==> src/rtl/cordic_pkg.sv <==
// Shared constants and types for the CORDIC core and its fixed-to-float back end.
package cordic_pkg;

  localparam int unsigned CORDIC_W = 32;
  localparam int unsigned FP_EXP_W = 8;
  localparam int unsigned FP_MAN_W = 23;
  localparam int unsigned FP_BIAS  = 127;

  typedef enum logic [1:0] {
    IDLE  = 2'd0,
    NORM  = 2'd1,
    ROUND = 2'd2,
    DONE  = 2'd3
  } f2f_state_t;

endpackage

==> src/rtl/lzc32.sv <==
// Combinational leading-one position encoder for a 32-bit word.
module lzc32 (
  input  logic [31:0] v,
  output logic [4:0]  p,
  output logic        zero
);

  // Ascending scan so the highest set bit wins.
  always_comb begin
    p = 5'd0;
    for (int i = 0; i < 32; i++) begin
      if (v[i]) p = 5'(i);
    end
    zero = ~|v;
  end

endmodule

==> src/rtl/cordic_fix2float.sv <==
// Multi-cycle signed fixed-point to IEEE-754 single converter with
// clk_en/start/done handshake.
module cordic_fix2float
  import cordic_pkg::*;
#(
  parameter int unsigned FRAC_BITS = 31
) (
  input  logic                clock,
  input  logic                aclr_n,
  input  logic                clk_en,
  input  logic                start,
  input  logic [CORDIC_W-1:0] dataa,
  output logic                busy,
  output logic                done,
  output logic [31:0]         result
);

  f2f_state_t          state_q, state_d;
  logic [CORDIC_W-1:0] data_q, data_d;
  logic [CORDIC_W-1:0] norm_q, norm_d;
  logic [FP_EXP_W-1:0] exp_q, exp_d;
  logic                sign_q, sign_d;
  logic [31:0]         result_q, result_d;
  logic                done_q, done_d;
  logic                busy_q, busy_d;

  logic [CORDIC_W-1:0] mag;
  logic [4:0]          lead_p;
  logic                lead_zero;

  assign mag = data_q[CORDIC_W-1] ? (~data_q + 32'd1) : data_q;

  lzc32 u_lzc (
    .v    (mag),
    .p    (lead_p),
    .zero (lead_zero)
  );

  // Rounding fields from the normalized magnitude (bit 31 is the hidden one).
  logic [FP_MAN_W-1:0] man_raw;
  logic                guard_b, sticky_b, round_up;
  logic [FP_MAN_W:0]   man_rnd;

  always_comb begin
    man_raw  = norm_q[30:8];
    guard_b  = norm_q[7];
    sticky_b = |norm_q[6:0];
    round_up = guard_b & (sticky_b | man_raw[0]);
    man_rnd  = {1'b0, man_raw} + (FP_MAN_W + 1)'(round_up);
  end

  always_comb begin
    state_d  = state_q;
    data_d   = data_q;
    norm_d   = norm_q;
    exp_d    = exp_q;
    sign_d   = sign_q;
    result_d = result_q;

    unique case (state_q)
      IDLE: begin
        if (start) begin
          data_d  = dataa;
          state_d = NORM;
        end
      end
      NORM: begin
        sign_d = data_q[CORDIC_W-1];
        if (lead_zero) begin
          norm_d = '0;
          exp_d  = '0;
        end else begin
          norm_d = mag << (5'd31 - lead_p);
          exp_d  = FP_EXP_W'(FP_BIAS + 32'(lead_p) - FRAC_BITS);
        end
        state_d = ROUND;
      end
      ROUND: begin
        // A clear hidden bit means the operand was zero.
        if (!norm_q[31]) begin
          result_d = 32'h0000_0000;
        end else if (man_rnd[FP_MAN_W]) begin
          result_d = {sign_q, exp_q + 8'd1, {FP_MAN_W{1'b0}}};
        end else begin
          result_d = {sign_q, exp_q, man_rnd[FP_MAN_W-1:0]};
        end
        state_d = DONE;
      end
      DONE: begin
        if (start) begin
          data_d  = dataa;
          state_d = NORM;
        end else begin
          state_d = IDLE;
        end
      end
      default: state_d = IDLE;
    endcase

    busy_d = (state_d == NORM) || (state_d == ROUND);
    done_d = (state_d == DONE);
  end

  always_ff @(posedge clock or negedge aclr_n) begin
    if (!aclr_n) begin
      state_q  <= IDLE;
      data_q   <= '0;
      norm_q   <= '0;
      exp_q    <= '0;
      sign_q   <= 1'b0;
      result_q <= '0;
      done_q   <= 1'b0;
      busy_q   <= 1'b0;
    end else if (clk_en) begin
      state_q  <= state_d;
      data_q   <= data_d;
      norm_q   <= norm_d;
      exp_q    <= exp_d;
      sign_q   <= sign_d;
      result_q <= result_d;
      done_q   <= done_d;
      busy_q   <= busy_d;
    end
  end

  assign busy   = busy_q;
  assign done   = done_q;
  assign result = result_q;

endmodule

==> config.mk <==
export PLATFORM = sky130hd
export DESIGN_NAME = cordic_fix2float
export DESIGN_NICKNAME = d
export VERILOG_FILES = /design/src/rtl/cordic_pkg.sv /design/src/rtl/lzc32.sv /design/src/rtl/cordic_fix2float.sv
export SDC_FILE = /design/constraint.sdc
export NUM_CORES = 1
export LEC_CHECK = 0
export CORE_MARGIN = 1.5
export CORE_UTILIZATION = 52
export CTS_CLUSTER_DIAMETER = 30
export DETAILED_ROUTE_END_ITERATION = 7
export GPL_ROUTABILITY_DRIVEN = 0
export GPL_TIMING_DRIVEN = 0
export PLACE_DENSITY = 0.72
export SLEW_MARGIN = 20
export SYNTH_ARGS = -nofsm -noshare
export SYNTH_HDL_FRONTEND = slang
export SYNTH_SLANG_ARGS = --single-unit
==> constraint.sdc <==
create_clock -name clock -period 12.9 [get_ports clock]
set_input_delay 1.29 -clock clock [delete_from_list [all_inputs] [get_ports clock]]
set_output_delay 1.29 -clock clock [all_outputs]
set_load 0.01 [all_outputs]
* Word level (Yosys, flattened, before mapping)
Index checks and enable logic that the tools add are counted.
** Operators by class
- $add $sub $neg :: 6
- Eq/ne operators :: 6
- Shifts and indexed selects :: 1
- Mux-type cells :: 39
- Bitwise logic cells :: 3
- Reductions and logical operators :: 8
** Operators by type and width (number)
- 2-to-1 mux 32 bit :: 3
- 2-to-1 mux 5 bit :: 16
- adder 32 x 1 -> 32 bit, second input constant :: 1
- 2-to-1 mux 4 bit :: 8
- inverter 32 bit :: 1
- OR reduction 32 bit :: 1
- left shift 32 x 5 -> 32 bit :: 1
- 2-to-1 mux 31 bit :: 1
- adder 23 x 1 -> 24 bit :: 1
- 2-to-1 mux 3 bit :: 4
- adder 7 x 5 -> 8 bit, first input constant :: 1
- adder 8 x 1 -> 8 bit, second input constant :: 1
- == test 2 bit, second input constant :: 4
- 2-to-1 mux 8 bit :: 1
- case mux 2 bit (4 select lines) :: 1
- subtractor 8 x 5 -> 8 bit, second input constant :: 1
- OR reduction 7 bit :: 1
- 2-to-1 mux 2 bit :: 3
- subtractor 5 bit, first input constant :: 1
- == test 2 x 1 -> 1 bit, second input constant :: 2
- AND reduction 2 bit :: 2
- AND reduction 3 bit :: 1
- logical NOT 2 bit :: 1
- 2-to-1 mux 1 bit :: 2
- other kinds (4) :: 4
** Storage, ports and cells
- Bits in registers :: 109
- Input port bits :: 36
- Logic and storage cells :: 71

* Logic depth before layout (Yosys ltp)
Gate-level depths: netlist of run 1.
- Depth after elaboration :: 37
- Depth in mapped cells :: 18
- Gate-level depth less buffers :: 14

* Hierarchy
Synthesis of run 1 repeated with hierarchy kept, for this count alone.
** Unflattened totals
- Cell total of the unflattened synthesis :: 898
- Area total of the unflattened synthesis :: 7863.8 µm²
** Modules (own cells, without submodules)
- cordic_fix2float :: times used 1, cells an instance 833, area each 7529.7 µm², seq. area each 2677.6 µm²
- lzc32 :: times used 1, cells an instance 65, area each 334.1 µm², seq. area each 0.0 µm²

* Least setup slack after synthesis of run 1
No wires, ideal clock.
- Kind :: reg2reg
- Start point :: register data_q[0]
- End point :: register norm_q[19]
- Library setup time :: 0.134 ns
- Arrival :: 4.296 ns
- Data required time :: 12.766 ns
- Setup slack :: 8.469 ns
- Stages on the path, launching flop included :: 16
- Clock period less this slack :: 4.431 ns
- Path through :: dfrtp_1 -> clkbuf_1 -> inv_1 -> ha_1 -> or3b_2 -> clkbuf_1 -> or4_4 -> o41ai_2 -> xnor2_1 -> or4_4 -> a21oi_2 -> nor2_1 -> buf_2 -> a221o_1 -> a221oi_2 -> a32oi_1
** On the way
- Word-level cells in the longest chain between the ends :: 37
- Elaborated cells between the ends (all ways) :: 38
- Classes of those cells :: add/sub: 2; shift: 1; mux: 33; bitwise: 1; reduce/logical: 1
** Ends and longest elaborated chain
- start: declaration :: RTL line cordic_fix2float.sv:19 : logic [CORDIC_W-1:0] data_q, data_d;
- start signal: assignment :: RTL line cordic_fix2float.sv:116 : data_q <= data_d;
- inverter 32 bit :: RTL line cordic_fix2float.sv:31 : assign mag = data_q[CORDIC_W-1] ? (~data_q + 32'd1) : data_q;
- adder 32 x 1 -> 32 bit :: RTL line cordic_fix2float.sv:31
- 2-to-1 mux 32 bit (*) :: RTL line cordic_fix2float.sv:31
- 2-to-1 mux 1 bit :: RTL line lzc32.sv:12 : if (v[i]) p = 5'(i);
- 2-to-1 mux 2 bit (2 in series) :: RTL line lzc32.sv:12
- 2-to-1 mux 3 bit (4 in series) :: RTL line lzc32.sv:12
- 2-to-1 mux 4 bit (8 in series) :: RTL line lzc32.sv:12
- 2-to-1 mux 5 bit (16 in series) :: RTL line lzc32.sv:12
- subtractor 5 bit :: RTL line cordic_fix2float.sv:73 : norm_d = mag << (5'd31 - lead_p);
- left shift 32 x 5 -> 32 bit :: RTL line cordic_fix2float.sv:73
- 2-to-1 mux 32 bit (*) :: RTL line cordic_fix2float.sv:69 : if (lead_zero) begin
- end signal: assignment :: RTL line cordic_fix2float.sv:117 : norm_q <= norm_d;
- end: declaration :: RTL line cordic_fix2float.sv:20 : logic [CORDIC_W-1:0] norm_q, norm_d;
Every way passes the cells marked *; elsewhere a longest branch is shown, timed or not.
A chain may end at the register's enable or synchronous reset.

* Final worst setup path of run 1
- Start point :: register data_q[0]
- End point :: register norm_q[30]
The elaborated chain is that of the path after synthesis.

==> summary.md, run 1 <==
| Metric | Value |
|---|---|
| CP Capture Type | flop |
| Final Skew | approximately 0.012 ns |
| WL final | around 29 mm |
| Post-synth EDFFs | 0 |
| Post-route ant nets | 0 |
| Ys async rst share | 1.00 |
| Worst hold path class | reg2reg |
| Worst-skew pair later-pin latency | about 0.37 ns |
| Reg-to-Reg End | norm_q[30] |
| Core ar. | around 0.017 mm2 |
| Initial antenna violation count | 0 |
| Die Y | roughly 130 um |
| Reg2reg start | data_q[0] |
| Number of global-route vias before repair | ~8600 |
| Kind of critical path | reg2reg |
| RSZ-0062 raised after global routing | no |
| Die extent in x | approximately 130 um |
| Global-route wire length before repair | ~46 mm |
| Fin. Hold Viols | 0 |
| Iter 0 DRT Violations | 1195 |
| Top FF cell, synth | dfrtp_1 |
| Htree depth | 3 |
| Row cnt | 47 |
| Setup Buffers After CTS | 0 |
| GR Util met2 | 0.525 |
| Clk root buf | clkbuf_16 |
| Area delta synth->final | 14.5% |
| WP data required | 13.14 ns |
| Hold path start | result[10] |
| Max Slew Vio Count | 0 |
| Syn Area/Cell | ~8.3 um2 |
| Status | finished, final reports clean |
| Post-synthesis cell area | between 0.008 and 0.009 mm2 |
| Worst-path fanout max | 10 |
| Antenna cell count | 0 |
| Max-cap violations | 0 |
| Achievable frequency | approximately 160 MHz |
| Via count | around 9300 |
| CTS Hold Bufs | 0 |
| Worst r2r path cells | 16 |
| Fillers | ~1600 |
| Slew headroom | 0.335 |
| Critical path data arrival time | 6.37 ns |
| Num CTS Buffers | 9 |
| Worst-Margin Slew | between 0.9 and 1 ns |
| Clock sinks | about 110 |
| Reg area | about 0.0027 mm2 |
| M3 GR Usage | 0.0480 |
| CTS clock-pin slew for the worst setup and hold paths | approximately 0.08 ns |
| Mapped Nets | around 1100 |
| Vias per cell | 6.71 |
| Layout cells sized above 1 | 0.113 |
| Multi-input gate area | between 0.005 and 0.006 mm2 |
| Busiest layer in global routing | met2 |
| Crit start category | flop |
| Gr usage total | 0.325 |
| CTS tree | built |
| Io pins | 70 |
| Wire per inst | ~21 um |
| Nets | 1204 |
| Deepest clock path buffer count | 2 |
| HPWL after detailed placement | 22.2 mm |
| Setup violations, final | 0 |
| Synth Register Bits | 107 |
| Part of the Yosys area used for sequential elements | 0.301 |
| DRT Pass-1 Iters | 6 |
| Fin crit share | 0.475 |
| Post-synth cell types | 91 |
| Die Area | approximately 0.018 mm2 |
| Post-CTS sizing | 0 |
| Initial core utilization | 0.535 |
| Hold path cells | 2 |
| DRC | 0 |
| PortBufs | around 70 |
| Worst min-delay path endpoint | result[10] |
| Largest net degree at the start of global routing | 57 |
| Mapped Cells | around 1100 |
| R2R Setup Slk | ~6.8 ns |
| Setup TNS | 0 ns |
| Synth Warn # | 0 |
| Total grt overflow | 0 |
| M1 GR Usage | 0.404 |
| Period minus WS final | ~6.1 ns |
[worst max-delay path: stages, from the launching register on]
cell,delay (ns)
dfrtp_1,0.39
clkbuf_1,0.27
inv_1,0.18
ha_1,0.29
or3b_2,0.55
nor3_1,0.63
a31oi_1,0.20
xor2_1,0.71
a41o_1,0.41
nand2_1,0.29
nor3_2,0.36
buf_2,0.30
o21ai_2,0.10
a31oi_1,0.46
a22o_2,0.28
a222oi_1,0.17
o32a_1,0.40
[through the flow]
step,std cells,hold WS [ns],setup slack [ns],util,instance area (um2)
after floorplan,1079,0.450,8.47,-,8910
after CTS,1385,0.486,6.97,0.613,10200
final,1385,0.478,6.78,0.613,10200
after detailed placement,1369,0.470,6.99,0.595,9900
after global routing,1385,0.509,6.60,0.613,10200
after global placement,1368,0.461,6.48,0.593,9870
[cell type report]
cell class | count | area share
Sequential cell | 107 | 0.263
Clock buffer | 10 | 0.0234
Timing Repair Buffer | 70 | 0.0705
Clock inverter | 6 | 0.00564
Tap cell | 220 | 0.0270
Inverter | 14 | 0.00515
Multi-Input combinational cell | 876 | 0.571
Buffer | 82 | 0.0348
[layout by cell type (no fill, tap or decap), types with 8 or more instances in the layout]
cell type        netlist  layout
nand2_1              124     124
dfrtp_1              107     107
o21ai_0               90      90
nor2_1                68      68
clkdlybuf4s50_1        0      68
clkbuf_1              54      54
nand3_1               49      49
a21oi_1               42      42
mux2_2                39      39
xor2_1                35      35
xnor2_1               31      31
o211ai_1              29      29
buf_2                 20      20
a211oi_1              20      20
nor4_1                18      18
nand4_1               17      17
nor3_1                17      17
o21ai_1               17      17
or4_1                 16      16
mux2i_1               16      16
and3_1                15      15
inv_1                 13      13
a31oi_1               13      13
a22o_1                11      11
a221oi_1              11      11
a32oi_1               10      10
and2_1                10      10
o21a_1                 9       9
clkbuf_16              0       9
or2_2                  8       8
o22ai_1                8       8
a21o_1                 8       8
ha_1                   8       8
[routing by layer]
metal | vias to the layer above | wire length [um]
li1 | 4252 | -
met1 | 4272 | 11400
met2 | 592 | 13100
met3 | 173 | 2180
met4 | 0 | 2090
met5 | - | 0
[kinds of logic after synthesis]
logic type | count (synthesis) | synth area share
compound gates | 360 | 0.287
xor+xnor | 67 | 0.0667
fa+ha+maj | 8 | 0.0112
buf+inv | 96 | 0.0458
flops | 107 | 0.301
mux | 55 | 0.0673
simple gates | 386 | 0.221
[worst max path at each step]
stage / from / endpoint / slack (ns) / cells past startpoint
global route: data_q[0] / norm_q[30] / 6.60 / 16
global placement: aclr_n / data_q[0] / 6.48 / 1
floorplan: data_q[0] / norm_q[19] / 8.47 / 15
detailed placement: data_q[0] / norm_q[30] / 6.99 / 16
CTS: data_q[0] / norm_q[30] / 6.97 / 16
finish: data_q[0] / norm_q[30] / 6.78 / 16
[synth_stat cells, types with 16 or more instances]
cell type / n / share of area
nand3_1: 49 / 0.028
mux2_2: 39 / 0.049
a21oi_1: 42 / 0.024
xnor2_1: 31 / 0.030
nor2_1: 68 / 0.029
buf_2: 20 / 0.011
nand4_1: 17 / 0.012
clkbuf_1: 54 / 0.023
nand2_1: 124 / 0.052
o21ai_1: 17 / 0.0096
nor4_1: 18 / 0.013
o21ai_0: 90 / 0.051
nor3_1: 17 / 0.0096
xor2_1: 35 / 0.034
a211oi_1: 20 / 0.017
mux2i_1: 16 / 0.018
o211ai_1: 29 / 0.024
dfrtp_1: 107 / 0.30
or4_1: 16 / 0.013
[flip-flops by register name, summed over array words and instances (netlist names)]
register	cells
done	1
sign_q	1
exp_q	6
norm_q	32
state_q	2
busy	1
result	32
data_q	32
Power of run 1 is left out: the tool's default activity adds up to more than one toggle a clock period on the data nets, which glitch-free logic cannot reach.
==> run 2, diff against run 1 <==
Settings changed: PLACE_DENSITY 0.72 to 0.75.
Clock period 12.9 ns to 5.12 ns, I/O delays scaled along.
==> run 2 against run 1 <==
  * The run now ends with DRC left
  * Largest cell class unchanged
  * Fmax grew 20%
  * Worst hold slack lost 0.41 ns
  * Global-route usage grew 0.58 points
  * Clock-buffer cell count is the same
==> summary.md, run 2 (same netlist as run 1, synthesis figures left out) <==
| Metric | Value |
|---|---|
| WL final | 29.6 mm |
| Total grt overflow | 0 |
| Initial antenna violation count | 0 |
| Final hold slack | 0.0656 ns |
| CP Cell Sequence | buf_2, or4_1, buf_2, nor4_2, a21oi_1, xnor2_1, o21ai_1, a211o_1, nor3_4, buf_4, o21ai_4, a31oi_4, a22o_2, a222oi_1, buf_4, o32a_1 |
| Deepest clock path buffer count | 2 |
| Max Slew Vio Count | 0 |
| Setup TNS | 0 ns |
| Clk root buf | clkbuf_16 |
| Status | finished with violations |
| Most frequent cells in the layout | nand2_1 (123), dfrtp_1 (107), o21ai_0 (88), nor2_1 (68), clkdlybuf4s50_1 (68) |
| CP peak stage delay | 0.65 ns |
| CTS tree | built |
| Max-cap violations | 0 |
| Final Skew | 0.0207 ns |
| Fin. Hold Viols | 0 |
| Clock sinks | 107 |
| Area delta synth->final | 20.2% |
| Busiest layer in global routing | met2 |
| CP Capture Type | flop |
| Critical path data arrival time | about 5.4 ns |
| Most common cell after layout, fill and taps aside | nand2_1 |
| Via count | 9643 |
| Post-route ant nets | 0 |
| Largest net degree at the start of global routing | 57 |
| Fin crit share | 0.995 |
| Worst hold path class | in2async |
| Setup violations, final | 0 |
| Layout cells sized above 1 | 0.172 |
| DRT Pass-1 Iters | 8 |
| Die Area | ~0.018 mm2 |
| Core ar. | 0.0166 mm2 |
| HPWL after detailed placement | about 22 mm |
| Number of global-route vias before repair | approximately 8800 |
| GR Util met2 | 0.515 |
| M1 GR Usage | 0.404 |
| CTS clock-pin slew for the worst setup and hold paths | around 0.090 ns |
| Worst-skew pair later-pin latency | a little under 0.4 ns |
| CP max stage cell | nor4_2 |
| Crit start category | flop |
| Num CTS Buffers | 9 |
| Die extent in x | 134 um |
| Global-route wire length before repair | 46.5 mm |
| CTS Hold Bufs | 0 |
| PortBufs | between 60 and 70 |
| Wire per inst | between 20 and 25 um |
| WP data required | approximately 5.4 ns |
| Htree depth | 3 |
| DRC | 9 |
| Row cnt | 47 |
| Slew headroom | 0.407 |
| Iter 0 DRT Violations | roughly 1100 |
| Vias per cell | around 6.9 |
| Die Y | between 100 and 150 um |
| Worst-Margin Slew | approximately 0.9 ns |
| Gr usage total | 0.331 |
| Kind of critical path | reg2reg |
| Reg2reg start | data_q[4] |
| R2R Setup Slk | ~0.024 ns |
| Io pins | 70 |
| Achievable frequency | just under 200 MHz |
| Violated checks | DRC |
| M3 GR Usage | 0.0775 |
| Worst-path fanout max | 10 |
| Worst r2r path cells | 16 |
| Initial core utilization | 0.535 |
| Antenna cell count | 0 |
| Critical Path Start | data_q[4] |
| Nets | roughly 1200 |
| Period minus WS final | 5.10 ns |
==> run 2: cell count changes in the layout (fill, tap and decap cells not counted), sizes merged <==
| cell | previous run | this run |
|---|---|---|
| buf | 30 | 50 |
==> run 2: through the flow <==
| step | utilization | cells | instance area, um2 | setup slack, ns |
|---|---|---|---|---|
| after floorplan | - | 1079 | 8910 | 0.689 |
| after global placement | 0.593 | 1368 | 9870 | -0.774 |
| after detailed placement | 0.595 | 1369 | 9900 | -0.851 |
| after CTS | 0.623 | 1391 | 10400 | 0.00542 |
| after global routing | 0.643 | 1405 | 10700 | -0.0806 |
| final | 0.643 | 1405 | 10700 | 0.0243 |
==> run 2: final timing paths <==
check | end
worst min register to register | result[4]
worst max register to register | norm_q[30]
worst min-delay path | result[27]
worst max-delay path | norm_q[30]
min in group clock | result[4]
max in group asynchronous | data_q[5]
==> run 2: routing by layer <==
| layer | vias up | wire length, um |
|---|---|---|
| li1 | 4308 | - |
| met1 | 4391 | 11100 |
| met2 | 719 | 13200 |
| met3 | 225 | 2850 |
| met4 | 0 | 2460 |
| met5 | - | 0 |
==> run 2: area by class of cell <==
class                           instances  area [um2]
Fill cell                            1475        5940
Clock inverter                          6        58.8
Sequential cell                       107        2680
Inverter                               14        52.6
Clock buffer                           10         229
Timing Repair Buffer                   91         877
Tap cell                              220         275
Buffer                                 81         378
Multi-Input combinational cell        876        6160
==> run 2: worst max-delay path: cells and delay by family, from the launching register on <==
| family | cells | cell delay (ns) |
|---|---|---|
| xor+xnor | 1 | 0.48 |
| simple gates | 3 | 1.44 |
| buf+inv | 4 | 0.86 |
| flops | 1 | 0.39 |
| compound gates | 8 | 1.78 |
==> run 2: timing repair <==
item,CTS,global route
setup endpoints to repair,35,28
pin swaps,6,17
endpoints found under the hold margin,0,0
gates resized for setup,30,54
buffers inserted,7,14
Power of run 2 is left out for the same reason.
